<file path="src/rtl/debug_pkg.sv">
// Shared constants and state encodings for the debug-link dump transmitter.
package debug_pkg;

    localparam logic [7:0] HEADER_BYTE_DFLT = 8'hA5;
    localparam int NUM_DUMP_WORDS = 32;
    localparam int BYTES_PER_WORD = 4;
    localparam int WORD_IDX_W     = $clog2(NUM_DUMP_WORDS);
    localparam int BYTE_IDX_W     = $clog2(BYTES_PER_WORD);

    typedef enum logic [2:0] {
        FR_IDLE,
        FR_HEADER,
        FR_WORD,
        FR_CHECK,
        FR_FIN
    } frame_state_t;

    typedef enum logic [1:0] {
        BY_IDLE,
        BY_START,
        BY_DATA,
        BY_STOP
    } byte_state_t;

endpackage

</file>
<file path="src/rtl/uart_tx_byte.sv">
// 8N1 byte serializer, LSB first, CLKS_PER_BIT cycles per bit.
// Latency: tx shows the start bit the cycle after an accepted load.
// Backpressure: load is taken only while ready; ready also covers the last stop cycle so bytes chain with no gap.
module uart_tx_byte
    import debug_pkg::*;
#(
    parameter int CLKS_PER_BIT = 1042
) (
    input  logic       clk,
    input  logic       reset,
    input  logic       load,
    input  logic [7:0] data,
    output logic       tx,
    output logic       ready
);

    localparam int BAUD_W = $clog2(CLKS_PER_BIT);
    localparam logic [BAUD_W-1:0] BAUD_LAST = BAUD_W'(CLKS_PER_BIT - 1);

    byte_state_t       state, state_nxt;
    logic [BAUD_W-1:0] baud;
    logic [2:0]        bit_cnt;
    logic [7:0]        shreg;
    logic              bit_end;

    assign bit_end = (baud == BAUD_LAST);

    always_comb begin
        state_nxt = state;
        ready     = 1'b0;
        tx        = 1'b1;
        case (state)
            BY_IDLE:  ready = 1'b1;
            BY_START: begin
                tx = 1'b0;
                if (bit_end) state_nxt = BY_DATA;
            end
            BY_DATA: begin
                tx = shreg[0];
                if (bit_end && bit_cnt == 3'd7) state_nxt = BY_STOP;
            end
            BY_STOP: begin
                ready = bit_end;
                if (bit_end) state_nxt = BY_IDLE;
            end
            default: state_nxt = BY_IDLE;
        endcase
        if (load && ready) state_nxt = BY_START;
    end

    always_ff @(posedge clk) begin
        if (reset) begin
            state   <= BY_IDLE;
            baud    <= '0;
            bit_cnt <= '0;
            shreg   <= '0;
        end else begin
            state <= state_nxt;
            if (load && ready) begin
                baud    <= '0;
                bit_cnt <= '0;
                shreg   <= data;
            end else if (state != BY_IDLE) begin
                baud <= bit_end ? '0 : baud + 1'b1;
                if (state == BY_DATA && bit_end) begin
                    shreg   <= shreg >> 1;
                    bit_cnt <= bit_cnt + 1'b1;
                end
            end
        end
    end

endmodule

</file>
<file path="src/rtl/debug_dump_tx.sv">
// Serializes a register-file dump frame (header, 32 words MSB byte first, XOR checksum) over UART.
// Latency: start bit on tx the cycle after start; done pulses 1300*CLKS_PER_BIT+1 cycles after start.
// Backpressure: none upstream; start is ignored while busy or during the done cycle.
module debug_dump_tx
    import debug_pkg::*;
#(
    parameter int         CLKS_PER_BIT = 1042,
    parameter logic [7:0] HEADER_BYTE  = HEADER_BYTE_DFLT
) (
    input  logic                  clk,
    input  logic                  reset,
    input  logic                  start,
    input  logic [31:0]           rd_data,
    output logic [WORD_IDX_W-1:0] rd_idx,
    output logic                  tx,
    output logic                  busy,
    output logic                  done
);

    localparam logic [BYTE_IDX_W-1:0] BYTE_LAST = BYTE_IDX_W'(BYTES_PER_WORD - 1);

    frame_state_t          state, state_nxt;
    logic [WORD_IDX_W-1:0] word_cnt;
    logic [BYTE_IDX_W-1:0] byte_cnt;
    logic [31:0]           wsr;
    logic [7:0]            csum;
    logic [7:0]            ld_dat;
    logic                  ld;
    logic                  data_ld;
    logic                  byte_rdy;
    logic                  all_loaded;

    // Counters name the next data byte to load; inside WORD they are back at
    // (0,0) only once all 128 data bytes have been handed to the serializer.
    assign all_loaded = (word_cnt == '0) && (byte_cnt == '0);

    always_comb begin
        state_nxt = state;
        ld        = 1'b0;
        data_ld   = 1'b0;
        ld_dat    = HEADER_BYTE;
        busy      = 1'b1;
        done      = 1'b0;
        rd_idx    = '0;
        case (state)
            FR_IDLE: begin
                busy = 1'b0;
                if (start) begin
                    ld        = 1'b1;
                    state_nxt = FR_HEADER;
                end
            end
            FR_HEADER: begin
                if (byte_rdy) begin
                    ld        = 1'b1;
                    data_ld   = 1'b1;
                    ld_dat    = rd_data[31:24];
                    state_nxt = FR_WORD;
                end
            end
            FR_WORD: begin
                rd_idx = word_cnt;
                if (byte_rdy) begin
                    ld = 1'b1;
                    if (all_loaded) begin
                        ld_dat    = csum;
                        state_nxt = FR_CHECK;
                    end else begin
                        data_ld = 1'b1;
                        ld_dat  = (byte_cnt == '0) ? rd_data[31:24] : wsr[31:24];
                    end
                end
            end
            FR_CHECK: begin
                if (byte_rdy) state_nxt = FR_FIN;
            end
            FR_FIN: begin
                busy      = 1'b0;
                done      = 1'b1;
                state_nxt = FR_IDLE;
            end
            default: state_nxt = FR_IDLE;
        endcase
    end

    always_ff @(posedge clk) begin
        if (reset) begin
            state    <= FR_IDLE;
            word_cnt <= '0;
            byte_cnt <= '0;
            wsr      <= '0;
            csum     <= '0;
        end else begin
            state <= state_nxt;
            if (state == FR_IDLE && start) begin
                word_cnt <= '0;
                byte_cnt <= '0;
                csum     <= '0;
            end
            if (data_ld) begin
                csum <= csum ^ ld_dat;
                wsr  <= (byte_cnt == '0) ? {rd_data[23:0], 8'h00} : {wsr[23:0], 8'h00};
                if (byte_cnt == BYTE_LAST) begin
                    byte_cnt <= '0;
                    word_cnt <= word_cnt + 1'b1;
                end else begin
                    byte_cnt <= byte_cnt + 1'b1;
                end
            end
        end
    end

    uart_tx_byte #(
        .CLKS_PER_BIT(CLKS_PER_BIT)
    ) u_ser (
        .clk  (clk),
        .reset(reset),
        .load (ld),
        .data (ld_dat),
        .tx   (tx),
        .ready(byte_rdy)
    );

endmodule
</file>
<file path="config.mk">
export PLATFORM = sky130hd
export DESIGN_NAME = debug_dump_tx
export DESIGN_NICKNAME = d
export VERILOG_FILES = /design/src/rtl/debug_pkg.sv /design/src/rtl/uart_tx_byte.sv /design/src/rtl/debug_dump_tx.sv
export SDC_FILE = /design/constraint.sdc
export NUM_CORES = 1
export LEC_CHECK = 0
export ABC_AREA = 1
export ABC_CLOCK_PERIOD_IN_PS = 1600
export BUFFER_PORTS_ARGS = -buffer_cell sky130_fd_sc_hd__buf_4
export CAP_MARGIN = 20
export CORE_MARGIN = 1
export CORE_UTILIZATION = 30
export DETAILED_ROUTE_END_ITERATION = 10
export PLACE_DENSITY = 0.51
export SYNTH_ARGS = -nofsm -noshare
export SYNTH_HDL_FRONTEND = slang
export SYNTH_SLANG_ARGS = --single-unit
</file>
<file path="constraint.sdc">
create_clock -name clk -period 1.6 [get_ports clk]
set_input_delay 0.08 -clock clk [delete_from_list [all_inputs] [get_ports clk]]
set_output_delay 0.08 -clock clk [all_outputs]
set_load 0.01 [all_outputs]
</file>
# Word level (Yosys, flattened, before mapping)
# Cells that the tools add are included.
[word_totals]
in_bits = 35
out_inout_bits = 8
regBits = 74
elab_cells = 99
[classes]
n_reduce_logical = 23
add_sub_neg = 4
bitwise_logic = 1
eq_ne = 21
mux = 40
[ops]
columns = ["cell", "count"]
rows = [
  ["two-way mux 8 bit", 9],
  ["two-way mux 32 bit", 1],
  ["two-way mux 5 bit", 4],
  ["one-hot mux 8 bit (2 select lines)", 1],
  ["two-way mux 3 bit", 5],
  ["two-way mux 2 bit", 6],
  ["one-hot mux 3 bit (4 select lines)", 1],
  ["adder 11 x 1 -> 11 bit, second input constant", 1],
  ["equality test 11 bit, second input constant", 1],
  ["two-way mux 11 bit", 1],
  ["!= test 2 bit, second input constant", 5],
  ["!= test 3 x 1 -> 1 bit, second input constant", 3],
  ["one-hot mux 1 bit (2 select lines)", 4],
  ["AND reduction 4 bit", 2],
  ["nonzero test 2 bit", 4],
  ["bitwise XOR 8 bit", 1],
  ["two-way mux 1 bit", 7],
  ["equality test 2 bit, second input constant", 3],
  ["equality test 3 x 2 -> 1 bit, second input constant", 2],
  ["equality test 3 bit, second input constant", 2],
  ["!= test 2 x 1 -> 1 bit, second input constant", 3],
  ["one-hot mux 2 bit (3 select lines)", 1],
  ["OR reduction 2 bit", 3],
  ["adder 5 x 1 -> 5 bit, second input constant", 1],
  ["other kinds (12)", 18],
]

# Depth between registers and ports, before layout
[logic_depth]
ltp_word = 7
ltp_mapped = 14
depth_no_buf = 13

# Hierarchy
# From an unflattened synthesis, not the netlist that was laid out.
[unflattened]
hier_cells = 566
hier_area_um2 = 3812.4
[modules_own_cells]
columns = ["mod", "seq_area_each_um2", "n_inst", "area_each_um2", "cells_each"]
rows = [
  ["debug_dump_tx", 840.8, 1, 2359.8, 369],
  ["uart_tx_byte", 480.5, 1, 1452.6, 197],
]

# Worst setup path after synthesis
# Ideal clock, no wire load.
[synth_path]
kind = "reg2reg"
from = "reg byte_cnt[0]"
to = "reg csum[6]"
path_buffers = 2
setup_ns = 0.116
slack_ns = -0.076
arrival_time_ns = 1.561
path_stages_with_launch = 15
required_ns = 1.484
period_less_slack_ns = 1.676
cell_sequence = "dfxtp_1 > inv_1 > ha_1 > buf_2 > inv_1 > buf_2 > nand2_1 > nand3_1 > nand3_1 > nand2_1 > inv_1 > nor2_1 > nand2_1 > nor2_1 > nor2_1"
[synth_via]
elab_chain_len = 7
word_cells_on_any_way = 12
classes_between = "mux: 8; bitwise: 1; reduce/logical: 3"
[synth_rtl]
columns = ["item", "line", "text"]
rows = [
  ["from (decl)", "debug_dump_tx.sv:24", "logic [BYTE_IDX_W-1:0] byte_cnt;"],
  ["from (signal assigned)", "debug_dump_tx.sv:107", "byte_cnt <= byte_cnt + 1'b1;"],
  ["logical NOT 2 bit (*)", "debug_dump_tx.sv:35, debug_dump_tx.sv:70", ""],
  ["two-way mux 8 bit or logical AND 1 bit (tied branches)", "debug_dump_tx.sv:70, debug_dump_tx.sv:35", ""],
  ["two-way mux 8 bit", "debug_dump_tx.sv:65", "if (all_loaded) begin"],
  ["two-way mux 8 bit", "debug_dump_tx.sv:63", "if (byte_rdy) begin"],
  ["one-hot mux 8 bit (2 select lines)", "debug_dump_tx.sv:45", "case (state)"],
  ["bitwise XOR 8 bit", "debug_dump_tx.sv:101", "csum <= csum ^ ld_dat;"],
  ["two-way mux 8 bit", "debug_dump_tx.sv:100", "if (data_ld) begin"],
  ["to (signal assigned)", "debug_dump_tx.sv:101", ""],
  ["to (decl)", "debug_dump_tx.sv:26", "logic [7:0] csum;"],
]
# Every way passes the cells marked *; elsewhere a longest branch is shown, timed or not.
# A chain may end at the register's enable or synchronous reset.

# Final worst setup path
[layout_path]
from = "reg u_ser.baud[10]"
to = "reg csum[6]"
[layout_via]
elab_chain_len = 6
word_cells_on_any_way = 11
classes_between = "eq/ne: 1; mux: 8; bitwise: 1; reduce/logical: 1"
[layout_rtl]
columns = ["item", "line", "text"]
rows = [
  ["from (decl)", "uart_tx_byte.sv:21", "logic [BAUD_W-1:0] baud;"],
  ["from (signal assigned)", "uart_tx_byte.sv:64", "baud <= bit_end ? '0 : baud + 1'b1;"],
  ["equality test 11 bit (*)", "uart_tx_byte.sv:26", "assign bit_end = (baud == BAUD_LAST);"],
  ["one-hot mux 1 bit (2 select lines) (*)", "uart_tx_byte.sv:32", "case (state)"],
  ["two-way mux 8 bit, on equally long branches", "debug_dump_tx.sv:63, debug_dump_tx.sv:54", ""],
  ["one-hot mux 8 bit (2 select lines)", "debug_dump_tx.sv:45", ""],
  ["bitwise XOR 8 bit", "debug_dump_tx.sv:101", ""],
  ["two-way mux 8 bit", "debug_dump_tx.sv:100", ""],
]
# Marked as above.

==> results.ini <==
[detailed_routing]
wirelength_um = 10800
vias = 4030
dr.first_iter.drc_count = 148
drc = 0
vias_per_cell = 4.68
wl_per_cell_um = 12.5
firstDrtPassIters = 4
antenna_left = 0

[global_routing]
grtUsageTotal = 0.161
overflow = 0
grt_pass1_vias = 3729
grt_max_degree = 28
grt_pass1_wl_um = 16700
antenna_found_initial = 0

[placement]
postPlaceCellArea_um2 = 4730
dpl.hpwl_um = 6950
portBuffers = 42
routabilityCongestion = 0.818
dp.cells = 815

[yosys]
synth_area_um2 = 3790
synthArstFlopShare = 0
synth_most_common_cell = nand2_1
synth_nets = 617
synth_seq_cells = 66
syn_inst = 567
yosysWarningCount = 0
seq_area_frac_synth = 0.349
synth_top_area_share = 0.349
synth_edf_count = 0
yosys.cell_types.count = 37
yosysTopAreaCell = dfxtp_1
yosys-top-cells-area = dfxtp_1 35%, nand2_1 14%, nor2_1 9.3%, o21ai_0 5.3%, nand3_1 5.2%
synth_top_flop_cell = dfxtp_1
syn_area_per_cell_um2 = 6.68
synthTopCellsByCount = 139 x nand2_1, 94 x nor2_1, 66 x dfxtp_1, 52 x inv_1, 40 x o21ai_0

[sta]
timing.final.ws_setup_ns = -0.0879
slew-limit-headroom = 0.554
setup_viol = 58
grt_setup_unrepaired = yes
finalHoldViolCount = 0
max_freq_mhz = 592
worstMarginPinSlew_ns = 0.668
min_period_ns = 1.69
timing.final.crit_share = 1.05
fin_skew_ns = 0.00525
slew_violations = 0

[die]
die_y_um = 114
rows = 40
die_w_um = 114
core-area_um2 = 12200
dieArea_um2 = 13100
initial_core_util = 0.312
io_pins = 43

[finish]
layout.nets = 739
antenna_cells = 0
layout-drive-gt1-share = 0.397
fin_area_um2 = 5880
final_cell_count_no_fill = 861
area_delta_synth_final_pct = 55.2

[power_and_ir_drop]
p_leak_nw = 2.47
power_density_nw_per_um2 = 1690
ir_worst_vdd_uv = 716
power_mw = 9.94

[cts]
htreeDepth = 3
clkTransAtPathRegs_ns = 0.06
cts_tree = done
cts_buffers = 9
max-clock-path-buffers = 2
ctsRootBufferMaster = clkbuf_16
clock_latency_ns = 0.33
numClockSinks = 66

[setup_path]
critPathArrivalTime_ns = 1.90
crit_fanout = 7
critPathRequiredTime_ns = 1.82
cp-start-kind = flip-flop
critical_path.endpoint_type = flip-flop
path_class = flip-flop to flip-flop

[job]
drv_cap = 0

[status]
status = complete, but fails checks
violations = setup timing

[hold_path]
hp-class = input port to flip-flop

## cells by family (layout without fill, tap and decap cells)
family / count (synthesis) / after routing / synth area share
and+or+nand+nor: 309 / 310 / 0.355
AOI/OAI and AO/OA: 95 / 95 / 0.146
buffers and inverters: 77 / 202 / 0.0891
DFF: 66 / 66 / 0.349
adders and majority gates: 15 / 15 / 0.0495
xor gates and xnor gates: 5 / 5 / 0.0116
## through the flow
stage	util	hold slack, ns	setup WS [ns]	setup TNS (ns)
2_1_floorplan	-	0.237	-0.000231	-0.000231
3_3_place_gp	0.389	0.328	-0.0630	-1.13
3_5_place_dp	0.389	0.335	-0.136	-4.19
4_1_cts	0.449	0.00503	-0.0698	-0.987
5_1_grt	0.484	0.0290	-0.178	-6.99
6_report	0.484	0.0122	-0.0879	-2.37
## state kept, by name (all words and copies together), names as in the netlist
name	flops
byte_cnt	2
u_ser.state	2
state	3
wsr	24
word_cnt	5
csum	8
u_ser.baud	11
u_ser.shreg	8
u_ser.bit_cnt	3
## worst paths after layout
| path | slack, ns | to | depth (start not counted) | from |
|---|---|---|---|---|
| hold / removal | 0.01 | wsr[15] | 3 | rd_data[7] |
| hold reg to reg | 0.46 | wsr[23] | 2 | wsr[23] |
| setup reg to reg | -0.09 | csum[6] | 12 | u_ser.baud[10] |
| setup / recovery | -0.09 | csum[6] | 12 | u_ser.baud[10] |
## power breakdown
part	switching [mW]	internal [mW]
combinational	3.08	2.52
sequential	0.267	2.14
clock	0.701	1.24
## what timing repair did
action | in CTS | in global routing
hold buffers | 7 | 0
pin swaps | 23 | 37
cloned | 2 | 5
endpoints found under the hold margin | 7 | 0
buffers inserted | 11 | 8
gates resized for setup | 88 | 81
endpoints found under the setup margin | 64 | 67
## layout make-up
cell class	instances	area, µm²
sequential	66	1330
clock inverter	2	37.5
timing repair buffer	131	1190
tap	168	210
clock buffer	13	250
inverter	55	213
multi-input combinational	425	2640
fill	1195	6280
timing repair inverter	1	7.51
## critical path, cell delays in order, from the launching register on
cell and delay, ns:
dfxtp_2 0.33, inv_2 0.04, nor2_2 0.11, nand3_2 0.10, nor2_4 0.16, nand2_2 0.09
nand2_4 0.13, nand3_2 0.13, nand2_8 0.16, buf_12 0.13, nand2_1 0.05, nor2_1 0.08
nor2_1 0.05
## placed cells by master, fill, tap and decap left out, drive strengths merged, types with 15 or more instances in the layout
cell	synthesis	layout
nand2	149	150
o21ai	48	48
buf	15	122
clkbuf	7	15
nor2	98	98
inv	54	53
ha	15	15
dfxtp	66	66
a21oi	26	26
nand3	45	45
## per-layer routing
metal,share of wire,GRT usage
met5,0,0
met2,0.52,0.302
met3,0.028,0.0365
met1,0.44,0.180
met4,0.019,0.0442
(Power assumes the default switching activity.)
